**src/rtl/keypad_pkg.sv**
```systemverilog
// Shared types and helpers for the 4x4 keypad scanner: state encoding,
// matrix dimensions, key-code mapping and row priority pick.
package keypad_pkg;

  localparam int COL_W = 4;
  localparam int ROW_W = 4;

  typedef enum logic [1:0] {
    SCAN     = 2'd0,
    DEBOUNCE = 2'd1,
    PRESSED  = 2'd2,
    RELEASE  = 2'd3
  } state_e;

  // Hex code of a key is row*4+col.
  function automatic logic [3:0] key_map(input logic [1:0] row, input logic [1:0] col);
    return {row, col};
  endfunction

  function automatic logic [1:0] low_row(input logic [ROW_W-1:0] rows_n);
    logic [1:0] idx;
    idx = '0;
    for (int i = ROW_W - 1; i >= 0; i--)
      if (!rows_n[i]) idx = 2'(i);
    return idx;
  endfunction

endpackage

```
**src/rtl/keypad_debounce.sv**
```systemverilog
// Stable-tick counter shared by press confirmation and release confirmation;
// hit_o fires on the tick that makes THRESH consecutive matching samples.
module keypad_debounce #(
  parameter int THRESH = 4
) (
  input  logic clk,
  input  logic reset,
  input  logic tick_i,
  input  logic clr_i,
  input  logic en_i,
  input  logic lvl_i,
  input  logic want_i,
  output logic hit_o
);

  localparam int CW = $clog2(THRESH + 1);

  logic [CW-1:0] cnt_q;
  logic          stable;

  assign stable = tick_i & en_i & (lvl_i == want_i);
  assign hit_o  = stable && (cnt_q == CW'(THRESH - 1));

  always_ff @(posedge clk or posedge reset) begin
    if (reset)       cnt_q <= '0;
    else if (clr_i)  cnt_q <= '0;
    else if (stable) cnt_q <= cnt_q + 1'b1;
  end

endmodule

```
**src/rtl/keypad_scanner.sv**
```systemverilog
// 4x4 matrix keypad scanner with press/release debounce and a 4-digit code
// history. Define KEYPAD_DEBOUNCE_EN for multi-tick debounce; otherwise one tick.
module keypad_scanner
  import keypad_pkg::*;
#(
  parameter int SCAN_DIV       = 50000,
  parameter int DEBOUNCE_SCANS = 4
) (
  input  logic             clk,
  input  logic             reset,
  input  logic [ROW_W-1:0] row_n,
  output logic [COL_W-1:0] col_n,
  input  logic             clear,
  output logic [3:0]       key_code,
  output logic             key_valid,
  output logic             key_down,
  output logic [15:0]      hex_out
);

`ifdef KEYPAD_DEBOUNCE_EN
  localparam bit DEB_EN = 1'b1;
`else
  localparam bit DEB_EN = 1'b0;
`endif
  localparam int THRESH = DEB_EN ? DEBOUNCE_SCANS : 1;
  localparam int DW     = (SCAN_DIV > 1) ? $clog2(SCAN_DIV) : 1;

  logic [ROW_W-1:0] sync1_q, sync2_q;
  logic [DW-1:0]    div_q;
  logic             tick;
  state_e           state_q;
  logic [1:0]       col_q, row_q;
  logic [3:0]       code_q;
  logic             valid_q, down_q;
  logic [15:0]      hex_q;
  logic             row_lvl, hit;
  logic [3:0]       new_code;

  assign tick     = (div_q == DW'(SCAN_DIV - 1));
  assign row_lvl  = sync2_q[row_q];
  assign new_code = key_map(row_q, col_q);

  always_ff @(posedge clk or posedge reset) begin
    if (reset) begin
      sync1_q <= '1;
      sync2_q <= '1;
      div_q   <= '0;
    end else begin
      sync1_q <= row_n;
      sync2_q <= sync1_q;
      div_q   <= tick ? '0 : div_q + 1'b1;
    end
  end

  // Count is held at zero outside the confirm states, so entry always starts fresh.
  keypad_debounce #(.THRESH(THRESH)) u_deb (
    .clk    (clk),
    .reset  (reset),
    .tick_i (tick),
    .clr_i  ((state_q == SCAN) || (state_q == PRESSED)),
    .en_i   ((state_q == DEBOUNCE) || (state_q == RELEASE)),
    .lvl_i  (row_lvl),
    .want_i (state_q == RELEASE),
    .hit_o  (hit)
  );

  always_ff @(posedge clk or posedge reset) begin
    if (reset) begin
      state_q <= SCAN;
      col_q   <= '0;
      row_q   <= '0;
      code_q  <= '0;
      valid_q <= 1'b0;
      down_q  <= 1'b0;
      hex_q   <= '0;
    end else begin
      valid_q <= 1'b0;
      if (clear) hex_q <= '0;
      if (tick) begin
        unique case (state_q)
          SCAN: begin
            if (&sync2_q) col_q <= col_q + 2'd1;
            else begin
              row_q   <= low_row(sync2_q);
              state_q <= DEBOUNCE;
            end
          end
          DEBOUNCE: begin
            if (row_lvl) state_q <= SCAN;
            else if (hit) begin
              code_q  <= new_code;
              valid_q <= 1'b1;
              down_q  <= 1'b1;
              hex_q   <= clear ? {12'h000, new_code} : {hex_q[11:0], new_code};
              state_q <= PRESSED;
            end
          end
          PRESSED: begin
            if (row_lvl) begin
              if (DEB_EN) state_q <= RELEASE;
              else begin
                down_q  <= 1'b0;
                state_q <= SCAN;
              end
            end
          end
          RELEASE: begin
            if (!row_lvl) state_q <= PRESSED;
            else if (hit) begin
              down_q  <= 1'b0;
              state_q <= SCAN;
            end
          end
        endcase
      end
    end
  end

  assign col_n     = ~(4'b0001 << col_q);
  assign key_code  = code_q;
  assign key_valid = valid_q;
  assign key_down  = down_q;
  assign hex_out   = hex_q;

endmodule

```
**config.mk**
```make
export PLATFORM = sky130hd
export DESIGN_NAME = keypad_scanner
export DESIGN_NICKNAME = d
export VERILOG_FILES = /design/src/rtl/keypad_pkg.sv /design/src/rtl/keypad_debounce.sv /design/src/rtl/keypad_scanner.sv
export SDC_FILE = /design/constraint.sdc
export NUM_CORES = 1
export LEC_CHECK = 0
export ABC_AREA = 1
export ABC_CLOCK_PERIOD_IN_PS = 4500
export BUFFER_PORTS_ARGS = -buffer_cell sky130_fd_sc_hd__buf_2
export CAP_MARGIN = 20
export CORE_MARGIN = 2
export CORE_UTILIZATION = 40
export CTS_BUF_LIST = sky130_fd_sc_hd__clkbuf_8
export DETAILED_ROUTE_END_ITERATION = 7
export PLACE_DENSITY = 0.64
export SYNTH_ARGS = -nofsm -noshare
export SYNTH_HDL_FRONTEND = slang
export SYNTH_SLANG_ARGS = --single-unit
```
**constraint.sdc**
```tcl
create_clock -name clk -period 4.5 [get_ports clk]
set_clock_uncertainty 0.15 [all_clocks]
set_input_delay 0.45 -clock clk [delete_from_list [all_inputs] [get_ports clk]]
set_output_delay 0.45 -clock clk [all_outputs]
set_load 0.05 [all_outputs]
```
==> flow_metrics.py, run 1 <==
metrics = {
    "worst_setup_path": {
        "critPathCaptureType": "register",
        "worstReg2RegEnd": "key_code[1]",
        "worstRegToRegCells": 11,
        "reg2reg_setup_slack_ns": 2.15,
        "criticalPathCategory": "reg2reg",
        "worstSetupEndpoint": "key_code[1]",
        "critPathArrivalTime_ns": 2.40,
        "worstPathRequired_ns": 4.55,
        "worst_path_fanout_max": 27,
        "r2r-start": "sync2_q[1]",
        "startpoint_type": "register",
        "cp-startpoint": "sync2_q[1]",
    },
    "final_layout": {
        "fillerInstances": 611,
        "n_antenna_cell": 0,
        "syn_to_final_growth_pct": 12.45,
        "utilization_after_layout_pct": 46.64,
        "post_route_cells_drive_above_1_share_pct": 20.93,
        "final_net_count": 360,
    },
    "clock_tree": {
        "clkLatencyLatePin_ns": 0.30,
        "post_cts.resized_instances": 0,
        "path_clk_slew_ns": 0.09,
        "cts.htree.levels": 2,
        "numCtsBuffers": 5,
        "cts.path.max_buffers": 2,
        "postCtsSetupRepairBufs": 0,
        "clock_tree_from_tritoncts": "built",
        "clock-sinks": 53,
        "cts.root.buffer_cell": "clkbuf_8",
        "cts_hold_buffers": 0,
    },
    "logic_synthesis": {
        "synth_enable_flop_cells": 0,
        "yosys.area.top_type_share_pct": 42.76,
        "synth-async-reset-ratio_pct": 100.0,
        "top_ff_cell_synth": "dfrtp_1",
        "yosys-top-cells-count": "nand2_1 (71), inv_1 (47), dfrtp_1 (45), nor2_1 (31), nand3_1 (17)",
        "post-synth-top-area-cell": "dfrtp_1",
        "netlist-cell-type-count": 32,
        "syn-instance-count": 306,
        "post-synth-top-count-cell": "nand2_1",
        "post_synth_instance_area_sq_mm": 0.002634,
        "total_number_of_yosys_warnings": 0,
        "seq_area_frac_synth_pct": 50.74,
        "synthesis.nets": 323,
        "synthesis.area_per_instance_sq_um": 8.607,
        "synthTopCellsByArea": "dfrtp_1 (43%), nand2_1 (10%), dfstp_2 (8.0%), inv_1 (6.7%), ha_1 (4.8%)",
        "ys_seq_elements": 53,
    },
    "global_route": {
        "grt_pass1_vias": 1847,
        "grt_use_met2_pct": 22.73,
        "grt_start_max_net_pins": 54,
        "grt_total_ovfl": 0,
        "grt.met1_usage_pct": 19.99,
        "grt_util_all_layers_pct": 14.41,
        "grt_util_met3_pct": 2.821,
        "gr-max-usage-layer": "met2",
        "grt_antenna_before_repair": 0,
        "grt_first_pass_wirelength_microns": 8445,
    },
    "timing": {
        "final_hold_violation_count": 0,
        "period_needed_ns": 2.347,
        "slew_headroom_pct": 56.74,
        "max_slew.worst_pin.slew_ns": 0.6489,
        "unrepaired_setup_endpoints_after_global_routing": "no",
        "max_freq_ghz": 0.4262,
        "finalSetupViolations": 0,
        "setup_total_negative_slack_ns": 0,
        "slew_viol_final": 0,
        "final.period_utilization_pct": 52.14,
    },
    "place": {
        "dp_hpwl_microns": 3550,
        "place_congestion": 0.8681,
        "port_buffers": 32,
    },
    "pwr": {
        "total_power_of_the_final_layout_uw": 773.9,
        "power.static_leakage_uw": 0.001552,
        "irDropWorstVdd_uv": 184.1,
        "power_density_mw_per_mm2": 261.3,
    },
    "run": {
        "max-cap-violations": 0,
    },
    "die": {
        "initial_core_util_pct": 41.48,
        "fp.dieW_microns": 85.15,
        "fp.dieArea_sq_mm": 0.007250,
        "chipHeight_microns": 85.15,
        "placeableCoreArea_sq_mm": 0.006350,
        "core.rowCount": 29,
        "ios": 33,
    },
    "routing": {
        "drt-pass1-iter-count": 4,
        "detail_route.drc_violations": 0,
        "ant_nets": 0,
        "via_per_inst": 4.758,
        "drt-initial-drc-count": 144,
        "detailroute.via_count": 2003,
        "drt-wirelength-per-cell_microns": 11.54,
        "wl_microns": 4857,
    },
    "worst_hold_path": {
        "min-delay-path-class": "in2reg",
        "holdPathStages": 1,
    },
    "status": {
        "outcome": "finished, final reports clean",
    },
}
report_power, final:
part / total [uW] / switching [uW] / internal [uW]
clock network: 270 / 160 / 111
registers: 484 / 1.91 / 483
logic: 19.1 / 14.9 / 4.19
cells by family (layout without fill, tap and decap cells):
kind of cell	count (synthesis)	in the layout	synth area share, %
AOI/OAI and AO/OA	34	34	7.221
xor gates and xnor gates	5	5	1.663
adders and majority gates	10	10	4.751
buffers and inverters	56	94	8.788
DFF	53	53	50.74
muxes	1	1	0.4275
and+or+nand+nor	147	147	26.41
per-stage QoR:
stage	cells	worst slack [ns]	hold slack [ns]	cell area [sq um]
floorplan	306	2.515	0.1952	2634
global placement	413	2.249	0.1970	2872
detailed placement	413	2.156	0.1972	2872
CTS	421	2.132	0.07306	2962
global route	421	1.909	0.06176	2962
finish	421	2.154	0.08666	2962
worst max-delay path: stages, from the launching register on:
cell	delay [ns]
dfstp_2	0.55
nand2_1	0.06
nand3_1	0.10
nand2_2	0.09
ha_1	0.29
inv_1	0.06
nor2_4	0.20
nand4_4	0.36
clkinv_2	0.18
nand2_1	0.08
o21ai_1	0.08
inv_1	0.05
flip-flops by register name (all words and copies together), names as in the netlist:
signal and flops:
key_down 1, div_q 16, sync1_q 4, state_q 2
sync2_q 4, key_code 4, key_valid 1, col_q 2
row_q 2, hex_out 16, u_deb.cnt_q 1
cells in the final DEF, fill, tap and decap left out, types with 3 or more instances in the layout:
cell	netlist	layout
nand2_1	71	71
inv_1	47	46
dfrtp_1	45	45
buf_2	0	32
nor2_1	31	31
nand3_1	17	17
o21ai_0	12	12
ha_1	10	10
o21ai_1	9	9
nor3_1	8	8
dfstp_2	8	8
inv_2	4	5
a21oi_1	5	5
nand4_1	5	5
xor2_1	5	5
clkbuf_8	0	5
nor2_4	4	4
nand2_2	3	3
a31oi_1	3	3
layer usage:
metal	vias up	routed length, microns	part of all wire (%)
met4	0	47	0.97
met5	-	0	0
li1	1048	-	-
met1	918	2416	50
met2	35	2233	46
met3	2	160	3.3
worst min-delay path by stage:
stage                     slack, ns         end  startpoint
final                          0.09  sync1_q[2]    row_n[2]
after floorplan                0.20  sync2_q[0]  sync1_q[0]
after CTS                      0.07  sync1_q[0]    row_n[0]
after detailed placement       0.20  sync2_q[1]  sync1_q[1]
after global routing           0.06  sync1_q[1]    row_n[1]
after global placement         0.20  sync2_q[0]  sync1_q[0]
area by class of cell:
type | instances | area, sq um | area share (%)
repair buffers | 33 | 167.7 | 5.661
inverters | 53 | 205.2 | 6.929
flip-flops and latches | 53 | 1336 | 45.12
clock inverters | 3 | 21.27 | 0.7182
clock buffers | 5 | 68.82 | 2.324
multi-input cells | 197 | 1066 | 35.99
well taps | 77 | 96.34 | 3.253
Note: power is estimated with default switching activity, not from simulation.
==> inputs of run 2 (changes only) <==
--- a/config.mk
+++ b/config.mk
@@ -6,7 +6,7 @@
 export NUM_CORES = 1
 export LEC_CHECK = 0
 export ABC_AREA = 1
-export ABC_CLOCK_PERIOD_IN_PS = 4500
+export ABC_CLOCK_PERIOD_IN_PS = 2400
 export BUFFER_PORTS_ARGS = -buffer_cell sky130_fd_sc_hd__buf_2
 export CAP_MARGIN = 20
 export CORE_MARGIN = 2
==> constraint.sdc (replaced) <==
create_clock -name clk -period 2.4 [get_ports clk]
set_clock_uncertainty 0.15 [all_clocks]
set_input_delay 0.24 -clock clk [delete_from_list [all_inputs] [get_ports clk]]
set_output_delay 0.24 -clock clk [all_outputs]
set_load 0.05 [all_outputs]
==> run 2 against run 1 <==
  * Register-to-register slack got worse by 1.9 ns
  * Non-clock buffer count is 11 higher
  * Routed wire length decreased by 0.80%
  * Die area unchanged
==> flow_metrics.py, run 2 (same netlist as run 1, synthesis figures left out) <==
metrics = {
    "worst_setup_path": {
        "criticalPathCategory": "reg2reg",
        "worstPathRequired_ns": 2.44,
        "worst_path_fanout_max": 14,
        "startpoint_type": "register",
        "critPathArrivalTime_ns": 2.22,
        "critPathCaptureType": "register",
    },
    "clock_tree": {
        "numCtsBuffers": 5,
        "clock-sinks": 53,
        "post_cts.resized_instances": 0,
        "cts.root.buffer_cell": "clkbuf_8",
        "clock_tree_from_tritoncts": "built",
        "cts.htree.levels": 2,
        "path_clk_slew_ns": 0.10,
        "cts.path.max_buffers": 2,
        "clkLatencyLatePin_ns": 0.30,
    },
    "timing": {
        "final.period_utilization_pct": 90.75,
        "slew_viol_final": 0,
        "slew_headroom_pct": 56.59,
        "period_needed_ns": 2.178,
        "finalSetupViolations": 0,
        "max_freq_ghz": 0.4591,
        "final_hold_violation_count": 0,
        "unrepaired_setup_endpoints_after_global_routing": "yes",
        "max_slew.worst_pin.slew_ns": 0.6512,
    },
    "place": {
        "port_buffers": 32,
        "dp_hpwl_microns": 3522,
        "place_congestion": 0.8342,
    },
    "routing": {
        "wl_microns": 4818,
        "drt-initial-drc-count": 144,
        "via_per_inst": 4.752,
        "drt-pass1-iter-count": 4,
        "detail_route.drc_violations": 0,
        "detailroute.via_count": 2053,
        "drt-wirelength-per-cell_microns": 11.15,
        "ant_nets": 0,
    },
    "global_route": {
        "grt_util_all_layers_pct": 14.69,
        "grt_total_ovfl": 0,
        "grt_antenna_before_repair": 0,
        "grt_first_pass_wirelength_microns": 8645,
        "grt_pass1_vias": 1933,
        "grt_start_max_net_pins": 54,
    },
    "final_layout": {
        "n_antenna_cell": 0,
        "post_route_cells_drive_above_1_share_pct": 21.69,
        "final_net_count": 371,
        "layout.cells.most_common_list": "nand2_1 (71), inv_1 (47), dfrtp_1 (45)",
        "fillerInstances": 601,
        "syn_to_final_growth_pct": 15.96,
        "layout.cells.most_common": "nand2_1",
        "utilization_after_layout_pct": 48.10,
    },
    "die": {
        "core.rowCount": 29,
        "placeableCoreArea_sq_mm": 0.006350,
        "fp.dieW_microns": 85.15,
        "ios": 33,
        "chipHeight_microns": 85.15,
        "fp.dieArea_sq_mm": 0.007250,
        "initial_core_util_pct": 41.48,
    },
    "worst_hold_path": {
        "min-delay-path-class": "in2reg",
    },
    "pwr": {
        "power_density_mw_per_mm2": 472.2,
        "irDropWorstVdd_uv": 271.3,
        "total_power_of_the_final_layout_uw": 1442,
        "power.static_leakage_uw": 0.001594,
    },
    "run": {
        "max-cap-violations": 0,
    },
    "status": {
        "outcome": "finished, final reports clean",
    },
}
-- run 2: cell types whose count changed in the layout (fill, tap and decap cells not counted), sizes merged --
cell	delta
buf	+6
dlygate4sd3	+5
clkinv	-1
clkinvlp	+1
-- run 2: layer usage --
metal / track usage [%] / share of wire [%] / vias to the layer above
met5: 0 / 0 / -
met4: 6.349 / 2.2 / 0
met3: 2.335 / 3.9 / 9
met2: 22.80 / 44 / 43
met1: 20.43 / 49 / 939
li1: - / - / 1062
-- run 2: layout make-up --
type	instances	area [sq um]	share of cell area [%]
Sequential cell	53	1336	43.75
Clock inverter	3	18.77	0.6145
Tap cell	77	96.34	3.154
Multi-Input combinational cell	197	1066	34.90
Clock buffer	5	68.82	2.253
Inverter	53	205.2	6.719
Timing Repair Buffer	44	262.8	8.603
-- run 2: repair_timing --
item	CTS	global route
hold endpoints to repair	49	0
endpoints found under the setup margin	0	9
hold buffers	5	0
buffers inserted	0	5
-- run 2: worst paths after layout --
| path | start | to | slack (ns) | depth (start not counted) |
|---|---|---|---|---|
| max | sync2_q[2] | hex_out[12] | 0.22 | 10 |
| min | clear | hex_out[11] | 0.06 | 4 |
| max reg2reg | sync2_q[2] | hex_out[12] | 0.22 | 10 |
| min reg2reg | sync1_q[1] | sync2_q[1] | 0.21 | 0 |
| max in group asynchronous | reset | col_q[1] | 1.17 | 4 |
| min in group asynchronous | reset | hex_out[12] | 0.49 | 4 |
-- run 2: metrics by stage --
step	setup TNS [ns]	hold slack (ns)	std cells	area, sq um	worst slack, ns
finish	0	0.06340	432	3054	0.2220
global route	-0.04217	0.06922	432	3054	-0.02791
CTS	0	0.05944	427	3017	0.1418
detailed placement	0	0.1962	414	2879	0.1654
global placement	0	0.1963	414	2879	0.2345
floorplan	0	0.09448	306	2634	0.4150
-- run 2: power by group --
group / total (uW) / leakage (uW) / switching (uW) / internal [uW]
clock network: 492 / 0.0000416 / 290 / 202
logic: 41.5 / 0.000854 / 28.4 / 13.1
registers: 908 / 0.000699 / 3.73 / 905
-- run 2: worst max-delay path: stages, from the launching register on --
cell	delay (ns)
dfstp_2	0.56
nand2_1	0.05
nand3_1	0.08
nand2_2	0.08
ha_1	0.29
inv_1	0.06
nor2_4	0.18
nand4_4	0.22
buf_4	0.25
nand3_1	0.07
o21ai_1	0.07
